## config.mk

```make
export PLATFORM = sky130hd
export DESIGN_NAME = arp_lookup_req_flat
export DESIGN_NICKNAME = d
export VERILOG_FILES = /design/src/rtl/arp_lookup_req_if.sv /design/src/rtl/arp_lookup_req.sv /design/src/flat_wrapper.sv
export SDC_FILE = /design/constraint.sdc
export NUM_CORES = 1
export LEC_CHECK = 0
export BUFFER_PORTS_ARGS = -buffer_cell sky130_fd_sc_hd__buf_2
export CAP_MARGIN = 20
export CORE_MARGIN = 5
export CORE_UTILIZATION = 54
export DETAILED_ROUTE_END_ITERATION = 10
export HOLD_SLACK_MARGIN = 0.08
export PLACE_DENSITY = 0.8
export RECOVER_POWER = 100
export SLEW_MARGIN = 20
export SYNTH_ARGS = -nofsm -noshare
export SYNTH_HDL_FRONTEND = slang
export SYNTH_SLANG_ARGS = --single-unit
export TNS_END_PERCENT = 30
```

## constraint.sdc

```tcl
create_clock -name clk -period 14.94 [get_ports clk]
set_clock_uncertainty 0.15 [all_clocks]
set_input_delay 4.482 -clock clk [delete_from_list [all_inputs] [get_ports clk]]
set_output_delay 4.482 -clock clk [all_outputs]
set_load 0.02 [all_outputs]
```

## src/rtl/arp_lookup_req_if.sv

```systemverilog
`default_nettype none
// ============================================================================
// Module  : arp_lookup_req_if
// Brief   : Bundle of the ingress stream, the CAM lookup handshake and the
//           verdict FIFO port that surround the ARP lookup initiator.
// Revision: 1.0  initial release
// ============================================================================
interface arp_lookup_req_if;
  // Ingress AXI4-Stream (snooped; byte 0 of each beat sits in [63:56])
  logic [63:0] s_axis_tdata;
  logic        s_axis_tvalid;
  logic        s_axis_tlast;
  logic        s_axis_tready;
  // CAM lookup request / response
  logic        look_req;
  logic [47:0] src_ip;
  logic [47:0] dst_ip;
  logic [15:0] opcode;
  logic        lookup_done;
  logic        lut_hit;
  logic        lut_miss;
  logic        attack;
  // Verdict FIFO read side
  logic        verdict_valid;
  logic        verdict_ready;
  logic [3:0]  verdict_data;

  // The lookup initiator itself
  modport slave (
    input  s_axis_tdata, s_axis_tvalid, s_axis_tlast,
    output s_axis_tready,
    output look_req, src_ip, dst_ip, opcode,
    input  lookup_done, lut_hit, lut_miss, attack,
    output verdict_valid, verdict_data,
    input  verdict_ready
  );

  // The surrounding stream source, CAM and dropper
  modport master (
    output s_axis_tdata, s_axis_tvalid, s_axis_tlast,
    input  s_axis_tready,
    input  look_req, src_ip, dst_ip, opcode,
    output lookup_done, lut_hit, lut_miss, attack,
    input  verdict_valid, verdict_data,
    output verdict_ready
  );
endinterface
`default_nettype wire

```

## src/rtl/arp_lookup_req.sv

```systemverilog
`default_nettype none
// ============================================================================
// Module  : arp_lookup_req
// Brief   : Snoops the ingress stream, extracts ARP oper/SPA/TPA, issues one
//           CAM lookup per ARP frame and queues one verdict per frame
//           ({drop, is_arp, hit, timeout}) for the downstream dropper.
// Revision: 1.0  initial release
// ============================================================================
module arp_lookup_req #(
  parameter int TIMEOUT_CYCLES     = 64,
  parameter int VERDICT_FIFO_DEPTH = 4
) (
  input  wire logic       clk,
  input  wire logic       reset,
  arp_lookup_req_if.slave bus,
  output logic [31:0]     arp_count,
  output logic [31:0]     drop_count
);

  localparam int PTR_W = $clog2(VERDICT_FIFO_DEPTH);
  localparam int CNT_W = PTR_W + 1;
  localparam int TMR_W = $clog2(TIMEOUT_CYCLES) + 1;
  localparam logic [TMR_W-1:0] TMR_LAST  = TMR_W'(TIMEOUT_CYCLES - 1);
  localparam logic [CNT_W-1:0] FIFO_FULL = CNT_W'(VERDICT_FIFO_DEPTH);
  localparam logic [15:0]      ETH_ARP   = 16'h0806;

  typedef enum logic [2:0] {
    IDLE      = 3'd0,
    HDR       = 3'd1,
    LOOKUP    = 3'd2,
    WAIT_DONE = 3'd3,
    BODY      = 3'd4,
    WRITE     = 3'd5
  } state_t;

  state_t             state_q, state_d;
  logic [2:0]         beat_cnt_q, beat_cnt_d;
  logic [15:0]        ethertype_q, ethertype_d;
  logic [15:0]        oper_q, oper_d;
  logic [31:0]        spa_q, spa_d;
  logic [15:0]        tpa_hi_q, tpa_hi_d;
  logic               tlast_seen_q, tlast_seen_d;
  logic [TMR_W-1:0]   timer_q, timer_d;
  logic [3:0]         verdict_q, verdict_d;      // {drop, is_arp, hit, timeout}
  logic [47:0]        src_ip_q, src_ip_d;
  logic [47:0]        dst_ip_q, dst_ip_d;
  logic [15:0]        opcode_q, opcode_d;
  logic [31:0]        arp_count_q, arp_count_d;
  logic [31:0]        drop_count_q, drop_count_d;
  logic [3:0]         fifo_mem_q [VERDICT_FIFO_DEPTH];
  logic [PTR_W-1:0]   wr_ptr_q, wr_ptr_d;
  logic [PTR_W-1:0]   rd_ptr_q, rd_ptr_d;
  logic [CNT_W-1:0]   count_q, count_d;

  logic tready;
  logic accept;
  logic fifo_full;
  logic pop;
  logic push;
  logic unused_tdata;

  // Bytes 42-47 of beat 5 carry nothing the lookup needs
  assign unused_tdata = ^bus.s_axis_tdata[47:32];

  assign tready    = (state_q == IDLE) || (state_q == HDR) || (state_q == BODY);
  assign accept    = bus.s_axis_tvalid && tready;
  assign fifo_full = (count_q == FIFO_FULL);
  assign pop       = bus.verdict_valid && bus.verdict_ready;
  // A full FIFO still takes a push in the cycle the head is popped
  assign push      = (state_q == WRITE) && (!fifo_full || pop);

  assign bus.s_axis_tready = tready;
  assign bus.look_req      = (state_q == LOOKUP);
  assign bus.src_ip        = src_ip_q;
  assign bus.dst_ip        = dst_ip_q;
  assign bus.opcode        = opcode_q;
  assign bus.verdict_valid = (count_q != '0);
  assign bus.verdict_data  = fifo_mem_q[rd_ptr_q];
  assign arp_count         = arp_count_q;
  assign drop_count        = drop_count_q;

  // Frame parser, lookup sequencer and verdict builder
  always_comb begin
    state_d      = state_q;
    beat_cnt_d   = beat_cnt_q;
    ethertype_d  = ethertype_q;
    oper_d       = oper_q;
    spa_d        = spa_q;
    tpa_hi_d     = tpa_hi_q;
    tlast_seen_d = tlast_seen_q;
    timer_d      = timer_q;
    verdict_d    = verdict_q;
    src_ip_d     = src_ip_q;
    dst_ip_d     = dst_ip_q;
    opcode_d     = opcode_q;
    arp_count_d  = arp_count_q;
    drop_count_d = drop_count_q;

    case (state_q)
      IDLE: begin
        if (accept) begin
          beat_cnt_d   = 3'd1;
          verdict_d    = 4'b0000;
          tlast_seen_d = 1'b0;
          state_d      = bus.s_axis_tlast ? WRITE : HDR;
        end
      end
      HDR: begin
        if (accept) begin
          if (beat_cnt_q != 3'd7) beat_cnt_d = beat_cnt_q + 3'd1;
          case (beat_cnt_q)
            3'd1:    ethertype_d = bus.s_axis_tdata[31:16];
            3'd2:    oper_d      = bus.s_axis_tdata[31:16];
            3'd3:    spa_d       = bus.s_axis_tdata[31:0];
            3'd4:    tpa_hi_d    = bus.s_axis_tdata[15:0];
            default: ;
          endcase
          if (beat_cnt_q == 3'd5) begin
            if (ethertype_q == ETH_ARP) begin
              // TPA low half arrives on this very beat, so take it straight off the bus
              state_d      = LOOKUP;
              tlast_seen_d = bus.s_axis_tlast;
              src_ip_d     = {16'h0000, spa_q};
              dst_ip_d     = {16'h0000, tpa_hi_q, bus.s_axis_tdata[63:48]};
              opcode_d     = oper_q;
            end else begin
              state_d = bus.s_axis_tlast ? WRITE : BODY;
            end
          end else if (bus.s_axis_tlast) begin
            state_d = WRITE;
          end
        end
      end
      LOOKUP: begin
        timer_d      = '0;
        verdict_d[2] = 1'b1;
        if (arp_count_q != 32'hFFFF_FFFF) arp_count_d = arp_count_q + 32'd1;
        state_d      = WAIT_DONE;
      end
      WAIT_DONE: begin
        if (bus.lookup_done) begin
          verdict_d = {bus.attack, 1'b1, bus.lut_hit, 1'b0};
          state_d   = tlast_seen_q ? WRITE : BODY;
        end else if (timer_q == TMR_LAST) begin
          verdict_d = 4'b0101;
          state_d   = tlast_seen_q ? WRITE : BODY;
        end else begin
          timer_d = timer_q + TMR_W'(1);
        end
      end
      BODY: begin
        if (accept) begin
          if (beat_cnt_q != 3'd7) beat_cnt_d = beat_cnt_q + 3'd1;
          if (bus.s_axis_tlast) state_d = WRITE;
        end
      end
      WRITE: begin
        if (push) begin
          if (verdict_q[3] && (drop_count_q != 32'hFFFF_FFFF)) drop_count_d = drop_count_q + 32'd1;
          state_d = IDLE;
        end
      end
      default: state_d = IDLE;
    endcase
  end

  // Verdict FIFO pointer and occupancy update
  always_comb begin
    wr_ptr_d = wr_ptr_q;
    rd_ptr_d = rd_ptr_q;
    count_d  = count_q;
    if (push) wr_ptr_d = wr_ptr_q + PTR_W'(1);
    if (pop)  rd_ptr_d = rd_ptr_q + PTR_W'(1);
    case ({push, pop})
      2'b10:   count_d = count_q + CNT_W'(1);
      2'b01:   count_d = count_q - CNT_W'(1);
      default: ;
    endcase
  end

  // Control, capture and counter registers
  always_ff @(posedge clk or posedge reset) begin
    if (reset) begin
      state_q      <= IDLE;
      beat_cnt_q   <= 3'd0;
      ethertype_q  <= 16'h0000;
      oper_q       <= 16'h0000;
      spa_q        <= 32'h0000_0000;
      tpa_hi_q     <= 16'h0000;
      tlast_seen_q <= 1'b0;
      timer_q      <= '0;
      verdict_q    <= 4'b0000;
      src_ip_q     <= 48'h0;
      dst_ip_q     <= 48'h0;
      opcode_q     <= 16'h0000;
      arp_count_q  <= 32'h0;
      drop_count_q <= 32'h0;
      wr_ptr_q     <= '0;
      rd_ptr_q     <= '0;
      count_q      <= '0;
    end else begin
      state_q      <= state_d;
      beat_cnt_q   <= beat_cnt_d;
      ethertype_q  <= ethertype_d;
      oper_q       <= oper_d;
      spa_q        <= spa_d;
      tpa_hi_q     <= tpa_hi_d;
      tlast_seen_q <= tlast_seen_d;
      timer_q      <= timer_d;
      verdict_q    <= verdict_d;
      src_ip_q     <= src_ip_d;
      dst_ip_q     <= dst_ip_d;
      opcode_q     <= opcode_d;
      arp_count_q  <= arp_count_d;
      drop_count_q <= drop_count_d;
      wr_ptr_q     <= wr_ptr_d;
      rd_ptr_q     <= rd_ptr_d;
      count_q      <= count_d;
    end
  end

  // Verdict storage; written at the tail on every push
  always_ff @(posedge clk or posedge reset) begin
    if (reset) begin
      for (int i = 0; i < VERDICT_FIFO_DEPTH; i++) fifo_mem_q[i] <= 4'b0000;
    end else if (push) begin
      fifo_mem_q[wr_ptr_q] <= verdict_q;
    end
  end

  // The CAM must never report a hit and a miss for the same lookup
  assert property (@(posedge clk) disable iff (reset)
                   !(bus.lookup_done && bus.lut_hit && bus.lut_miss));

endmodule
`default_nettype wire

```

## src/flat_wrapper.sv

```systemverilog
// flat-port wrapper written by rule: the top's interface ports become plain ports
module arp_lookup_req_flat 
#(
  parameter int TIMEOUT_CYCLES     = 64,
  parameter int VERDICT_FIFO_DEPTH = 4
)
  (clk, reset, arp_count, drop_count, bus_s_axis_tdata, bus_s_axis_tvalid, bus_s_axis_tlast, bus_s_axis_tready, bus_look_req, bus_src_ip, bus_dst_ip, bus_opcode, bus_lookup_done, bus_lut_hit, bus_lut_miss, bus_attack, bus_verdict_valid, bus_verdict_data, bus_verdict_ready);
  arp_lookup_req_if bus_i ();
  input  wire logic clk;
  input  wire logic reset;
  output logic [31:0] arp_count;
  output logic [31:0] drop_count;
  input wire logic [$bits(bus_i.s_axis_tdata)-1:0] bus_s_axis_tdata;
  input wire logic [$bits(bus_i.s_axis_tvalid)-1:0] bus_s_axis_tvalid;
  input wire logic [$bits(bus_i.s_axis_tlast)-1:0] bus_s_axis_tlast;
  output wire logic [$bits(bus_i.s_axis_tready)-1:0] bus_s_axis_tready;
  output wire logic [$bits(bus_i.look_req)-1:0] bus_look_req;
  output wire logic [$bits(bus_i.src_ip)-1:0] bus_src_ip;
  output wire logic [$bits(bus_i.dst_ip)-1:0] bus_dst_ip;
  output wire logic [$bits(bus_i.opcode)-1:0] bus_opcode;
  input wire logic [$bits(bus_i.lookup_done)-1:0] bus_lookup_done;
  input wire logic [$bits(bus_i.lut_hit)-1:0] bus_lut_hit;
  input wire logic [$bits(bus_i.lut_miss)-1:0] bus_lut_miss;
  input wire logic [$bits(bus_i.attack)-1:0] bus_attack;
  output wire logic [$bits(bus_i.verdict_valid)-1:0] bus_verdict_valid;
  output wire logic [$bits(bus_i.verdict_data)-1:0] bus_verdict_data;
  input wire logic [$bits(bus_i.verdict_ready)-1:0] bus_verdict_ready;
  assign bus_i.s_axis_tdata = bus_s_axis_tdata;
  assign bus_i.s_axis_tvalid = bus_s_axis_tvalid;
  assign bus_i.s_axis_tlast = bus_s_axis_tlast;
  assign bus_s_axis_tready = bus_i.s_axis_tready;
  assign bus_look_req = bus_i.look_req;
  assign bus_src_ip = bus_i.src_ip;
  assign bus_dst_ip = bus_i.dst_ip;
  assign bus_opcode = bus_i.opcode;
  assign bus_i.lookup_done = bus_lookup_done;
  assign bus_i.lut_hit = bus_lut_hit;
  assign bus_i.lut_miss = bus_lut_miss;
  assign bus_i.attack = bus_attack;
  assign bus_verdict_valid = bus_i.verdict_valid;
  assign bus_verdict_data = bus_i.verdict_data;
  assign bus_i.verdict_ready = bus_verdict_ready;
  arp_lookup_req #(.TIMEOUT_CYCLES(TIMEOUT_CYCLES), .VERDICT_FIFO_DEPTH(VERDICT_FIFO_DEPTH)) u_core (.clk(clk), .reset(reset), .bus(bus_i), .arp_count(arp_count), .drop_count(drop_count));
endmodule
```

## After elaboration in Yosys (flattened, before gate mapping)

Cells that the tools add are included.

- Bits in registers: 265
- Bits in latches: 0
- RAM bits: 0
- ROM bits: 0
- Bits of input ports: 73
- Output and inout bits: 183
- Logic and storage cells: 133
- Memories kept: 0

- Add/sub/neg operators: 8
- Multiply operators: 0
- Div/mod/pow operators: 0
- Magnitude comparators: 3
- Equal/unequal tests: 29
- Shift operators: 0
- Mux-type cells: 38
- Bitwise gates (word level): 2
- Reductions and logical operators: 31

Operators by type and width:

| operator | number |
|---|---|
| 32-bit by 1-bit adder with 32-bit output (second input constant) | 2 |
| 32-bit inequality test (second input constant) | 2 |
| 3-bit two-way mux | 13 |
| 4-bit two-way mux | 6 |
| 3-bit AND reduction | 8 |
| 3-bit one-hot mux with 6 select lines | 1 |
| 16-bit bitwise mux | 1 |
| 16-bit by 12-bit equality test with 1-bit output (second input constant) | 1 |
| 3-bit equality test (second input constant) | 5 |
| 7-bit two-way mux | 2 |
| 7-bit one-hot mux with 2 select lines | 1 |
| 3-bit by 2-bit equality test with 1-bit output (second input constant) | 4 |
| 2-bit by 1-bit inequality test with 1-bit output (second input constant) | 6 |
| 3-bit one-hot mux with 2 select lines | 2 |
| 5-bit AND reduction | 2 |
| 2-bit nonzero test | 5 |
| 4-bit binary-select mux with 2-bit select | 1 |
| 4-bit demux with 2-bit select | 1 |
| 2-bit inequality test (second input constant) | 4 |
| 4-bit AND reduction | 2 |
| 7-bit by 1-bit adder with 7-bit output (second input constant) | 1 |
| 7-bit by 6-bit equality test with 1-bit output (second input constant) | 1 |
| 3-bit by 1-bit adder with 3-bit output (second input constant) | 2 |
| 3-bit by 1-bit equality test with 1-bit output (second input constant) | 2 |
| other kinds (20) | 36 |

## Logic depth before layout (Yosys ltp)

Gate-level depths: netlist (run 1).

- Depth after elaboration: 6
- Depth in mapped cells: 10
- Gate-level depth less buffers: 9

## Worst setup path after synthesis (run 1)

No wires, ideal clock.

- Kind: input -> register
- Start point: input port bus_verdict_ready
- End point: register u_core.count_q[2]
- Setup time: 79 ps
- Arrival: 6530 ps
- Required time: 14711 ps
- Path slack: 8181 ps
- Stages on the path: 10
- Path buffers: 1
- Cell sequence: or4b_2 -> and3_1 -> buf_6 -> inv_2 -> ha_1 -> inv_1 -> fa_1 -> xor2_1 -> nor2_1 -> xor2_1

- Longest elaborated chain between the ends: 5
- Elaborated cells between the ends (all ways): 7
- Those cells by class: eq/ne (2); mux (1); reduce/logical (4)

RTL lines:

| what | line | RTL |
|---|---|---|
| start, declared | flat_wrapper.sv:27 | `input wire logic [$bits(bus_i.verdict_ready)-1:0] bus_verdict_ready;` |
| 1-bit logical AND (*) | arp_lookup_req.sv:68 | `assign pop = bus.verdict_valid && bus.verdict_ready;` |
| 1-bit logical OR | arp_lookup_req.sv:70 | `assign push = (state_q == WRITE) && (!fifo_full \|\| pop);` |
| 1-bit logical AND | arp_lookup_req.sv:70 |  |
| 2-bit by 1-bit equality test with 1-bit output / 2-bit equality test (equally long branches) | arp_lookup_req.sv:174 | `case ({push, pop})` |
| 3-bit one-hot mux with 2 select lines / 2-bit nonzero test (equally long branches) | -- |  |
| end signal, assigned | arp_lookup_req.sv:218 | `count_q <= count_d;` |
| end, declared | arp_lookup_req.sv:53 | `logic [CNT_W-1:0] count_q, count_d;` |

Mark *: on every way between the ends. The rest lies on a longest branch, timed or not.
A chain may end at the register's enable or synchronous reset.

## Final worst setup path (run 1)

- Start point: input port bus_s_axis_tvalid
- End point: register u_core.dst_ip_q[2], in the netlist u_core.bus.dst_ip[2]

- Longest elaborated chain between the ends: 2

RTL lines:

| what | line | RTL |
|---|---|---|
| start, declared | flat_wrapper.sv:14 | `input wire logic [$bits(bus_i.s_axis_tvalid)-1:0] bus_s_axis_tvalid;` |
| 1-bit logical AND | arp_lookup_req.sv:66 | `assign accept = bus.s_axis_tvalid && tready;` |
| 4-bit AND reduction (no source line) | -- |  |
| end signal, assigned | arp_lookup_req.sv:212 | `dst_ip_q <= dst_ip_d;` |
| end, declared | arp_lookup_req.sv:46 | `logic [47:0] dst_ip_q, dst_ip_d;` |

No other way between the ends.

==> results.cfg, run 1 <==
[outcome]
status = finished with violations
violations = capacitance limit, slew limit

[finish]
nFillCells = 1662
area_growth_pct = 17.2
final_cell_area_um2 = 13200
fin_nets = 1155
layout-drive-gt1-share_pct = 26.3
insertedDiodeCount = 0
layout_commonest_cell = dfrtp_1
layout_common_cells = 265 x dfrtp_1, 178 x mux2_2, 157 x clkbuf_1, 51 x buf_2, 46 x nand2_1

[yosys]
synth-simple-area-share_pct = 9.73
synth_top_family_by_area = multiplexers
synth_edf_count = 0
synth.distinct_cells = 49
synthMuxAreaShare_pct = 18.6
netlist_instances = 854
synth_area_um2 = 11300
synth_fa_ha_area_share_pct = 1.82
syn_area_per_cell_um2 = 13.2
ys_seq_area_share_pct = 58.7
synth_compound_area_share_pct = 1.90
synthXorXnorAreaFrac_pct = 5.42
ys_ff_latch = 265
async_reset_ff_share_pct = 100
yosys_warnings = 0
synth_ff_type = dfrtp_1

[power_and_ir_drop]
powerDensity_nw_per_um2 = 145
leakagePower_uw = 0.00635
vdd_drop_max_mv = 0.0987

[die]
dieHeight_um = 155
core_area_um2 = 20800
row_count = 53
die_area_um2 = 23900
die_x_um = 155
io_pins = 256
start_util_pct = 54.3

[global_route]
grt.overflow.total = 0
grt_pass1_vias = 7521
grtUsageTotal_pct = 18.7
grt_pass1_wl_um = 37900
grt_max_degree = 121
antenna_found_initial = 2

[clock_tree]
cts_tree = done
cts.repair.resized = 0
ctsLongestPathBuffers = 3
hold_buffers = 0
htree_levels = 1
clkSinkCount = 265
worstSkewPairLatency_ns = 0.53
cts_root_buffer = clkbuf_16
cts_setup_buffers = 0
clk_pin_slew_ns = 0.06
numCtsBuffers = 27

[timing]
setup-tns-final_ns = 0
fin_crit_ns = 8.77
drv_slew = 237
fmax_mhz = 114
relSlewSlack_pct = -247
hold_violations = 0
hold-worst-slack_ns = 0.346
grt_setup_unrepaired = no
final-setup-viol-count = 0
timing.final.crit_share_pct = 58.7
worst-slew-pin-transition_ns = 5.17

[routing]
postRouteAntennaNets = 0
vias_per_cell = 5.27
wire_per_inst_um = 16.4
vias = 7176
drc = 0
drtIter0Drc = 264
drt-pass1-iter-count = 6
wirelength_um = 22400

[setup_path]
cp-end-kind = flop
startpoint_type = input pin
r2r_setup_slack_ns = 8.99
crit_type = in -> reg
reg2regPathDepth = 6
cp_max_fo = 55
worst-endpoint-required_ns = 15.18
r2r_start = u_core.ethertype_q[4]
arrival_ns = 9.01
r2r-end = u_core.bus.dst_ip[2]

[placed_design]
post-dp-hpwl_um = 15300
placed_area_um2 = 12500
portBuffers = 206
place_congestion = 0.823

[worst_hold_path]
min_to = u_core.count_q[2]
holdPathStages = 1
min_from = u_core.count_q[2]
hold_path_class = reg -> reg

[job]
drv_cap = 4
## synth_stat cells, types with 3 or more instances
master | n | share of area [%]
and3_1 | 10 | 0.55
buf_4 | 32 | 2.1
nand3_1 | 22 | 0.97
nor4_1 | 5 | 0.28
buf_2 | 9 | 0.40
inv_1 | 20 | 0.66
a21oi_1 | 8 | 0.35
mux2_2 | 179 | 18
or3_1 | 6 | 0.33
nand2b_1 | 5 | 0.28
nor3_1 | 13 | 0.58
and4_1 | 11 | 0.85
xor2_1 | 27 | 2.1
o21ai_0 | 13 | 0.58
nand4_1 | 30 | 1.7
mux4_2 | 4 | 0.80
nand2_1 | 46 | 1.5
nor2_1 | 39 | 1.3
clkbuf_1 | 11 | 0.37
dfrtp_1 | 265 | 59
ha_1 | 14 | 1.5
xnor2_1 | 43 | 3.3
and2_1 | 6 | 0.33
buf_1 | 3 | 0.10
## critical path: stages
cell and delay, ns:
clkbuf_1 0.18, nand2_1 0.12, nor2_1 0.15, and2_0 1.37
clkbuf_1 2.17, mux2_2 0.48
## sequential cells by signal, summed over array words and instances, names as in the netlist
| register | count |
|---|---|
| u_core.fifo_mem_q | 16 |
| u_core.arp_count | 32 |
| u_core.oper_q | 16 |
| u_core.rd_ptr_q | 2 |
| u_core.drop_count | 32 |
| u_core.bus.dst_ip | 32 |
| u_core.wr_ptr_q | 2 |
| u_core.ethertype_q | 16 |
| u_core.bus.opcode | 16 |
| u_core.verdict_q | 4 |
| u_core.spa_q | 32 |
| u_core.state_q | 3 |
| u_core.bus.src_ip | 32 |
| u_core.beat_cnt_q | 3 |
| u_core.timer_q | 7 |
| u_core.tpa_hi_q | 16 |
| u_core.count_q | 3 |
| u_core.tlast_seen_q | 1 |
## cell families (layout without fill, tap and decap cells)
logic type	count (synthesis)	after routing
compound gates	35	35
xor+xnor	70	70
fa+ha+maj	16	16
buf+inv	77	279
flops	265	265
mux	183	183
other cells	1	32
simple gates	207	207
## report_power, final
| group | internal, uW | total [uW] | switching (uW) |
|---|---|---|---|
| combinational | 147 | 273 | 125 |
| clock | 456 | 731 | 275 |
| sequential | 843 | 922 | 79.7 |
## layout make-up
type	instances	area (um^2)	area share, %
repair buffers	209	860	6.49
inverters	21	80.1	0.605
clock buffers	36	790	5.96
clock inverters	13	196	1.48
multi-input cells	543	4340	32.8
flip-flops and latches	265	6630	50.1
well taps	275	344	2.60
## stage by stage
stage / setup WS (ns) / utilization (%) / cells / total power [uW]
after floorplan: 3.01 / - / 885 / 1140
after global placement: 7.68 / 59.9 / 1312 / 1190
after detailed placement: 7.66 / 59.9 / 1312 / 1210
after CTS: 8.15 / 64.6 / 1361 / 1950
after global routing: 5.07 / 63.6 / 1362 / 2030
final: 6.17 / 63.6 / 1362 / 1930
## worst max path at each step
stage | startpoint | endpoint | cells after the start
3_5_place_dp | reset | u_core.spa_q[21] | 4
2_1_floorplan | reset | u_core.arp_count[0] | 1
5_1_grt | reset | u_core.ethertype_q[4] | 4
6_report | bus_s_axis_tvalid | u_core.bus.dst_ip[2] | 6
4_1_cts | u_core.state_q[0] | bus_look_req | 3
3_3_place_gp | reset | u_core.oper_q[10] | 4
## per-layer routing
metal | vias to the layer above | share of wire [%] | track usage [%]
met3 | 35 | 6.8 | 4.50
li1 | 3365 | - | -
met1 | 3578 | 43 | 25.5
met2 | 194 | 48 | 31.1
met5 | - | 0.12 | 0
met4 | 4 | 1.6 | 3.99
Note: power is estimated with default switching activity, not from simulation.
==> run 2, diff against run 1 <==
--- a/config.mk
+++ b/config.mk
@@ -8,10 +8,10 @@
 export BUFFER_PORTS_ARGS = -buffer_cell sky130_fd_sc_hd__buf_2
 export CAP_MARGIN = 20
 export CORE_MARGIN = 5
-export CORE_UTILIZATION = 54
+export CORE_UTILIZATION = 49
 export DETAILED_ROUTE_END_ITERATION = 10
 export HOLD_SLACK_MARGIN = 0.08
-export PLACE_DENSITY = 0.8
+export PLACE_DENSITY = 0.76
 export RECOVER_POWER = 100
 export SLEW_MARGIN = 20
 export SYNTH_ARGS = -nofsm -noshare
==> constraint.sdc (replaced) <==
create_clock -name clk -period 7.05 [get_ports clk]
set_clock_uncertainty 0.15 [all_clocks]
set_input_delay 2.115 -clock clk [delete_from_list [all_inputs] [get_ports clk]]
set_output_delay 2.115 -clock clk [all_outputs]
set_load 0.02 [all_outputs]
==> results.cfg, run 2 (synthesis gave the netlist of run 1 again) <==
[routing]
vias_per_cell = 5.24
vias = 7215
wire_per_inst_um = 17.0
drt-pass1-iter-count = 4
drc = 0
postRouteAntennaNets = 0
drtIter0Drc = 368
wirelength_um = 23400

[outcome]
violations = capacitance limit, slew limit
status = finished with violations

[die]
core_area_um2 = 22700
io_pins = 256
die_x_um = 162
row_count = 55
start_util_pct = 49.8
dieHeight_um = 162
die_area_um2 = 26200

[timing]
hold_violations = 0
fmax_mhz = 199
grt_setup_unrepaired = no
drv_slew = 268
fin_crit_ns = 5.03
relSlewSlack_pct = -120
final-setup-viol-count = 0
timing.final.crit_share_pct = 71.3
worst-slew-pin-transition_ns = 3.30
setup-tns-final_ns = 0

[finish]
layout_commonest_cell = dfrtp_1
area_growth_pct = 17.8
layout-drive-gt1-share_pct = 26.5
fin_cells = 1377
fin_nets = 1158
insertedDiodeCount = 0
layout_common_cells = 265 x dfrtp_1, 178 x mux2_2, 160 x clkbuf_1, 52 x buf_2, 46 x nand2_1
final_cell_area_um2 = 13300

[placed_design]
place_congestion = 0.810
post-dp-hpwl_um = 16100
portBuffers = 206
placed_area_um2 = 12500
dpl.cell_count = 1325

[clock_tree]
hold_buffers = 0
clk_pin_slew_ns = 0.06
htree_levels = 1
cts_tree = done
worstSkewPairLatency_ns = 0.53
numCtsBuffers = 28
cts_setup_buffers = 0
clkSinkCount = 265
cts_root_buffer = clkbuf_16
cts.repair.resized = 0
ctsLongestPathBuffers = 3

[setup_path]
r2r_setup_slack_ns = 2.49
worst-endpoint-required_ns = 7.30
path_common_cell = clkbuf_1
slowest_stage = clkbuf_1
max_stage_delay_ns = 1.60
crit_chain = clkbuf_1, nand2_1, nor2_1, and2_4, clkbuf_1, mux2_2
cp-end-kind = flop
crit_buf_inv = 2
worst_path_dominant_cell_family = buffers and inverters
cp_max_fo = 41
arrival_ns = 5.27
crit_type = in -> reg
startpoint_type = input pin

[global_route]
antenna_found_initial = 2
grtUsageTotal_pct = 17.7
grt_max_degree = 134
grt.overflow.total = 0
grt_pass1_wl_um = 38900
grt_pass1_vias = 7553

[worst_hold_path]
hold_path_class = reg -> reg

[power_and_ir_drop]
powerDensity_nw_per_um2 = 312
vdd_drop_max_mv = 0.256
leakagePower_uw = 0.00636

[job]
drv_cap = 4
==> run 2: changes by cell type in the layout (fill, tap and decap cells not counted), moves of 2 or more <==
cell        change
clkinv_2        -2
clkbuf_1        +3
clkbuf_8        -5
clkbuf_16       +2
clkinv_4        +2
clkinvlp_4      +2
==> run 2: worst paths after layout <==
check	from	end	cells past startpoint
max	bus_s_axis_tvalid	u_core.bus.dst_ip[6]	6
min	u_core.count_q[2]	u_core.count_q[2]	1
max reg2reg	u_core.ethertype_q[4]	u_core.bus.dst_ip[6]	6
min reg2reg	u_core.count_q[2]	u_core.count_q[2]	1
max in group asynchronous	reset	u_core.bus.dst_ip[2]	3
min in group asynchronous	reset	u_core.bus.opcode[11]	3
==> run 2: per-layer routing <==
layer	GRT usage, %	part of all wire, %	vias up
li1	-	-	3359
met1	23.9	43	3617
met2	29.2	48	201
met3	4.36	7.0	34
met4	3.88	1.9	4
met5	0	0.11	-
==> run 2: through the flow <==
step           setup WS [ns]  utilization [%]  power, uW  hold WS, ns
2_1_floorplan           1.29                -       2430        0.297
3_3_place_gp            2.37             55.1       2530        0.317
3_5_place_dp            2.33             55.1       2570        0.329
4_1_cts                 2.63             59.7       4200        0.346
5_1_grt                 1.39             58.6       4380        0.362
6_report                2.02             58.6       4150        0.341
==> run 2: final cells by class <==
class	count	area, um^2
Clock buffer	35	778
Clock inverter	17	258
Fill cell	1971	9400
Inverter	21	80.1
Multi-Input combinational cell	543	4350
Sequential cell	265	6630
Tap cell	285	357
Timing Repair Buffer	211	862
==> run 2: power by group <==
group	leakage [uW]	switching, uW	internal [uW]
sequential	0.00354	171	1790
combinational	0.00232	270	312
clock	0.000501	603	1010
==> run 2: worst register-to-register path, stage by stage, from the launching register on <==
cell,delay (ns)
dfrtp_1,0.38
nor4_1,0.35
nand3_1,0.11
nor3_1,0.66
and2_4,0.67
clkbuf_1,1.61
mux2_2,0.49
